--- src/rtl/systolic_ctrl.sv ---
// Sequencer for an NxN broadcast systolic array: clears the array, streams one
// A column / B row per cycle for N cycles, then captures (optionally ReLU'd) C.
module systolic_ctrl #(
  parameter int N    = 4,
  parameter int W    = 8,
  parameter int Accw = 32
) (
  input  logic                  clk,
  input  logic                  rst,
  input  logic                  start,
  input  logic                  relu_en,
  input  logic [N*N*W-1:0]      a_mat,
  input  logic [N*N*W-1:0]      b_mat,
  input  logic [N*N*Accw-1:0]   acc_in,
  output logic                  arr_clr,
  output logic                  systolic_en,
  output logic [N*W-1:0]        a_in,
  output logic [N*W-1:0]        b_in,
  output logic [N*N*Accw-1:0]   result,
  output logic                  busy,
  output logic                  done,
  output logic [2:0]            o_dbg_state
);

  localparam int KW = (N > 1) ? $clog2(N) : 1;

  typedef enum logic [2:0] {
    S_IDLE    = 3'd0,
    S_CLEAR   = 3'd1,
    S_COMPUTE = 3'd2,
    S_CAPTURE = 3'd3,
    S_DONE    = 3'd4
  } state_t;

  state_t                r_state;
  logic [KW-1:0]         r_k;
  logic [N*N*W-1:0]      r_a_lat;
  logic [N*N*W-1:0]      r_b_lat;
  logic                  r_relu;
  logic                  r_arr_clr;
  logic                  r_systolic_en;
  logic [N*W-1:0]        r_a_in;
  logic [N*W-1:0]        r_b_in;
  logic [N*N*Accw-1:0]   r_result;
  logic                  r_busy;
  logic                  r_done;

  logic [KW-1:0]         w_k_sel;
  logic [N*W-1:0]        w_a_col;
  logic [N*W-1:0]        w_b_row;
  logic [N*N*Accw-1:0]   w_capture;
  logic [Accw-1:0]       w_pe_val;

  // Operand column/row for the k that will be on the bus next cycle.
  always_comb begin
    w_k_sel = '0;
    if (r_state == S_COMPUTE && r_k != KW'(N - 1))
      w_k_sel = r_k + KW'(1);
    w_a_col = '0;
    w_b_row = '0;
    for (int i = 0; i < N; i++) begin
      w_a_col[i*W +: W] = r_a_lat[(i*N + int'(w_k_sel))*W +: W];
      w_b_row[i*W +: W] = r_b_lat[(int'(w_k_sel)*N + i)*W +: W];
    end
  end

  // The array reports PE(i,j) at the mirrored slot; un-mirror while capturing.
  always_comb begin
    w_capture = '0;
    w_pe_val  = '0;
    for (int r = 0; r < N; r++) begin
      for (int c = 0; c < N; c++) begin
        w_pe_val = acc_in[((N-1-r)*N + (N-1-c))*Accw +: Accw];
        if (r_relu && w_pe_val[Accw-1])
          w_pe_val = '0;
        w_capture[(r*N + c)*Accw +: Accw] = w_pe_val;
      end
    end
  end

  always_ff @(posedge clk or posedge rst) begin
    if (rst) begin
      r_state       <= S_IDLE;
      r_k           <= '0;
      r_a_lat       <= '0;
      r_b_lat       <= '0;
      r_relu        <= 1'b0;
      r_arr_clr     <= 1'b0;
      r_systolic_en <= 1'b0;
      r_a_in        <= '0;
      r_b_in        <= '0;
      r_result      <= '0;
      r_busy        <= 1'b0;
      r_done        <= 1'b0;
    end else begin
      case (r_state)
        S_IDLE: begin
          if (start) begin
            r_a_lat   <= a_mat;
            r_b_lat   <= b_mat;
            r_relu    <= relu_en;
            r_arr_clr <= 1'b1;
            r_busy    <= 1'b1;
            r_state   <= S_CLEAR;
          end
        end
        S_CLEAR: begin
          r_arr_clr     <= 1'b0;
          r_systolic_en <= 1'b1;
          r_k           <= '0;
          r_a_in        <= w_a_col;
          r_b_in        <= w_b_row;
          r_state       <= S_COMPUTE;
        end
        S_COMPUTE: begin
          if (r_k == KW'(N - 1)) begin
            r_systolic_en <= 1'b0;
            r_a_in        <= '0;
            r_b_in        <= '0;
            r_k           <= '0;
            r_state       <= S_CAPTURE;
          end else begin
            r_k    <= w_k_sel;
            r_a_in <= w_a_col;
            r_b_in <= w_b_row;
          end
        end
        S_CAPTURE: begin
          r_result <= w_capture;
          r_busy   <= 1'b0;
          r_done   <= 1'b1;
          r_state  <= S_DONE;
        end
        S_DONE: begin
          r_done  <= 1'b0;
          r_state <= S_IDLE;
        end
        default: r_state <= S_IDLE;
      endcase
    end
  end

  assign arr_clr     = r_arr_clr;
  assign systolic_en = r_systolic_en;
  assign a_in        = r_a_in;
  assign b_in        = r_b_in;
  assign result      = r_result;
  assign busy        = r_busy;
  assign done        = r_done;
  assign o_dbg_state = r_state;

endmodule

--- config.mk ---
export PLATFORM = sky130hd
export DESIGN_NAME = systolic_ctrl
export DESIGN_NICKNAME = d
export VERILOG_FILES = /design/src/rtl/systolic_ctrl.sv
export SDC_FILE = /design/constraint.sdc
export NUM_CORES = 2
export LEC_CHECK = 0
export ABC_AREA = 1
export ABC_CLOCK_PERIOD_IN_PS = 58500
export CORE_AREA = 4 4 522 524
export CTS_CLUSTER_DIAMETER = 100
export DETAILED_ROUTE_END_ITERATION = 10
export DIE_AREA = 0 0 526 528
export GPL_ROUTABILITY_DRIVEN = 0
export PLACE_DENSITY_LB_ADDON = 0.1
export SYNTH_ARGS = -nofsm -noshare
export SYNTH_HDL_FRONTEND = slang
export SYNTH_SLANG_ARGS = --single-unit
--- constraint.sdc ---
create_clock -name clk -period 58.5 [get_ports clk]
set_input_delay 11.7 -clock clk [delete_from_list [all_inputs] [get_ports clk]]
set_output_delay 11.7 -clock clk [all_outputs]
set_load 0.03 [all_outputs]
# [Yosys cells after proc, flatten, opt, wreduce, memory -nomap -nowiden]
# Index checks and enable logic that the tools add are counted.
# Widths: inputs -> output; s select.
[word_totals] register_bits=842 inputBits=772 output_inout_bits=583 word_cells=94
[op_classes] add_sub_neg=7 eq_ne=8 shifts=8 mux=32 n_reduce_logical=27
[op_table] op="$shiftx 128x9->8" n=5
[op_table] op="$mux 32" n=18
[op_table] op="$shiftx 128x8->8" n=2
[op_table] op="$pmux 32 s2" n=2
[op_table] op="$shiftx 128x6->8" n=1
[op_table] op="$logic_and 1x1->1" n=17
[op_table] op="$pmux 3 s4" n=1
[op_table] op="$add 4x2->5 const A" n=2
[op_table] op="$add 4x2->5 const B" n=2
[op_table] op="$reduce_and 2->1" n=5
[op_table] op="$pmux 1 s2" n=4
[op_table] op="$reduce_bool 2->1" n=4
[op_table] op="$eq 3x2->1 const B" n=2
[op_table] op="$mux 3" n=2
[op_table] op="$add 4x1->5 const B" n=1
[op_table] op="$add 3x2->4 const A" n=1
[op_table] op="$mux 2" n=2
[op_table] op="$ne 2x2->1 const B" n=2
[op_table] op="$pmux 2 s2" n=1
[op_table] op="$eq 3x1->1 const B" n=1
[op_table] op="$eq 3x3->1 const B" n=1
[op_table] op="$logic_not 3->1" n=1
[op_table] op="$add 2x1->2 const B" n=1
[op_table] op="$eq 2x2->1 const B" n=1
[op_table] op="2 further kinds" n=3

# [Depth between registers and ports, before layout]
[depth] depth_word=7 depth_mapped=9 ltp_nobuf=8

# [Worst setup path before layout]
# No wires, ideal clock.
[synth_path] path_kind="input to register" start="in start" end="reg r_b_lat[54]" setup_ps=125 t_arrival_ps=12529 required_ps=58375 setup_slack_ps=45847 path_stages=4 path_buffers=2 cell_sequence="nand3_2 buf_2 buf_2 mux2_2"
[synth_via] elab_chain_len=1
[synth_lines] element="from (decl)" line="10" source="input logic start,"
[synth_lines] element="$reduce_and 2->1 (no source line)"
[synth_lines] element="to (signal assigned)" line="100" source="r_b_lat <= b_mat;"
[synth_lines] element="to (decl)" line="38" source="logic [N*N*W-1:0] r_b_lat;"
# Every way passes these cells.
# A chain may end at the register's enable or synchronous reset.

==> metrics.md <==
| Metric | Value |
|---|---|
| Reg-to-reg startpoint | `o_dbg_state[1]` |
| Final Hold Fails | `0` |
| Final instance area | `0.0560 mm2` |
| Die Y | `528 um` |
| DP Area | `0.0518 mm2` |
| Die X-Extent | `526 um` |
| Initial antenna violation count | `151` |
| Yosys cell types | `23` |
| Grt total ovfl | `0` |
| Worst Max-Slew Pin Slew | `1.30 ns` |
| Worst path required time | `59.30 ns` |
| Drt first pass iters | `7` |
| Synthesis-to-finish area growth | `60.3%` |
| Mapped Area | `0.0349 mm2` |
| Top-count cell post-synth | `nand2_1` |
| Reg2Reg Setup Slack | `54.08 ns` |
| Worst-path clk slew | `0.06 ns` |
| CTS tree | `done` |
| Relative slew slack | `0.128` |
| # port buffers | `1354` |
| Vias in the first global route | `32.6k` |
| Worst Path Buf+Inv | `5` |
| Total die area | `0.278 mm2` |
| R2r endpoint | `result[365]` |
| WHS Endpoint | `result[287]` |
| Synth async-reset ratio | `1.00` |
| Min-delay worst type | `flop to flop` |
| Post-synth EDFFs | `0` |
| H-tree lvl count | `3` |
| # IOs | `1355` |
| Hold bufs inserted after CTS | `0` |
| Min-delay src | `result[287]` |
| Synthesis-stage register bit count | `842` |
| Post-cts resize count | `0` |
| CTS root buffer | `clkbuf_16` |
| Hold WS | `0.474 ns` |
| Setup Skew | `0.0918 ns` |
| Share of layout cells above drive strength 1 | `0.103` |
| YS warnings | `0` |
| RSZ-0062 raised after global routing | `no` |
| Slew Limit Fails | `0` |
| Total number of vias | `31.3k` |
| Syn Area/Cell | `9.91 um2` |
| Cell area power density | `59.7 mW/mm2` |
| Synth area leaders | `dfrtp_1 (60%), nand2_1 (14%), nand3_1 (9.2%)` |
| Post-CTS setup repair buffer count | `0` |
| Setup_tns | `0 ns` |
| DP Wirelength | `169000 um` |
| Global-route usage over all layers | `0.157` |
| Arr. time, crit path | `15.22 ns` |
| DR vias/cell | `3.70` |
| Std cell rows | `190` |
| Peak VDD IR | `0.0307 mV` |
| Mapped Cells | `3525` |
| Fin crit share | `0.246` |
| Yosys top cell area share | `0.603` |
| Routed Antenna Nets | `0` |
| Setup crit end kind | `async pin` |
| Max frequency | `69.4 MHz` |
| Avg WL per Cell | `26.6 um` |
| Critical path class | `input pin to async pin` |
| Setup Viol. Count Final | `0` |
| DRC Markers | `0` |
| First-pass GRT wire length | `303000 um` |
| CP max stage cell | `buf_4` |
| Core area | `0.267 mm2` |
| Max incr delay on CP | `0.76 ns` |
| Worst-path cell chain | `clkdlybuf4s50_1 > inv_8 > buf_12 > buf_12 > buf_4` |
| CTS Sinks | `842` |
| Initial core utilization | `0.131` |
| Area leader, netlist | `dfrtp_1` |
| Crit path max fanout | `138` |
| Outcome | `finished clean` |
| Clock tree buffer depth | `3` |
| CP Launch Type | `input pin` |
| Most frequent cells after synthesis | `nand2_1 (1310), dfrtp_1 (842), nand3_1 (642)` |
| Register area share after synthesis | `0.603` |
| Routed WL | `226000 um` |
| Worst-case reg-to-reg path depth | `9` |
| Max-cap viol count | `0` |
| Most frequent CP cell | `buf_12` |
| Post-Syn Nets | `4298` |
| CP delay by family, top | `buffers and inverters` |
| Final min period | `14.41 ns` |
| First DRT Iteration DRCs | `1552` |
| Largest net degree at the start of global routing | `160` |
| CTS Buf Count | `119` |
| WHS Path Cells | `2` |
| Worst-Skew Late Latency | `0.79 ns` |
| Leakage | `0.0248 uW` |
| Top_reg_cell synth | `dfrtp_1` |
| Layout fillers | `29.5k` |
| Total Nets Final | `5563` |
-- layer usage --
layer / share of wire / global-route usage
met1: 0.37 / 0.170
met3: 0.11 / 0.0817
met4: 0.021 / 0.0298
met2: 0.49 / 0.274
met5: 0.0054 / 0
-- tightest hold or removal path: cells and delay by family (launching register included) --
family / cells / cell delay, ns
simple gates: 2 / 0.11
flops: 1 / 0.34
-- placed cells by master (no fill, tap or decap), drive strengths merged --
master / instances
a21oi: 1
buf: 50
bufinv: 3
clkbuf: 184
clkdlybuf4s50: 1354
clkinv: 27
clkinvlp: 2
dfrtp: 842
diode: 37
ha: 1
inv: 17
mux2: 256
nand2: 1310
nand3: 643
nand4: 65
nor2: 67
nor3: 2
o21ai: 2
o21bai: 64
-- flip-flops by register name, indices dropped and copies added, names as in the netlist --
register	count
r_relu	1
r_b_lat	128
arr_clr	1
systolic_en	1
r_a_lat	128
b_in	32
o_dbg_state	3
done	1
result	512
busy	1
r_k	2
a_in	32
-- final cells by class --
cell class	count	area, um2	share of cell area
Timing Repair Buffer	1404	14000	0.250
Tap cell	3552	4440	0.0794
Clock inverter	37	395	0.00707
Inverter	12	76.3	0.00136
Multi-Input combinational cell	2411	12200	0.219
Sequential cell	842	21100	0.377
Clock buffer	184	3630	0.0649
Antenna cell	37	92.6	0.00165
-- cell families (layout without fill, tap and decap cells) --
group	count (synthesis)	in the layout	synth area share
AO/OA/AOI/OAI	67	67	0.0142
adder cells (fa/ha/maj)	1	1	0.000358
buffers and inverters	272	1637	0.0471
flip-flops	842	842	0.603
multiplexers	256	256	0.0826
other	0	37	0
AND/OR/NAND/NOR	2087	2087	0.252
-- per-stage QoR --
| stage | power (uW) | utilization | instances | setup slack [ns] |
|---|---|---|---|---|
| 3_5_place_dp | 2660 | 0.194 | 8221 | 43.14 |
| 3_3_place_gp | 2660 | 0.194 | 8221 | 43.11 |
| 4_1_cts | 3450 | 0.209 | 8442 | 44.03 |
| 6_report | 3340 | 0.209 | 8479 | 44.09 |
| 5_1_grt | 3550 | 0.209 | 8444 | 43.64 |
| 2_1_floorplan | 1860 | - | 3525 | 23.14 |
-- where the power goes --
part / leakage [uW] / total [uW] / internal [uW] / switching, uW
clock network: 0.00199 / 750 / 439 / 311
logic: 0.0123 / 1600 / 572 / 1030
registers: 0.0105 / 996 / 846 / 149
-- worst max-delay path by stage --
stage	depth (start not counted)	startpoint	slack, ns	end
floorplan	1	rst	23.14	a_in[0]
global placement	5	rst	43.11	result[85]
detailed placement	5	rst	43.14	result[87]
CTS	5	rst	44.03	result[87]
global route	5	rst	43.64	result[79]
finish	5	rst	44.09	result[83]
(Power assumes the default switching activity.)
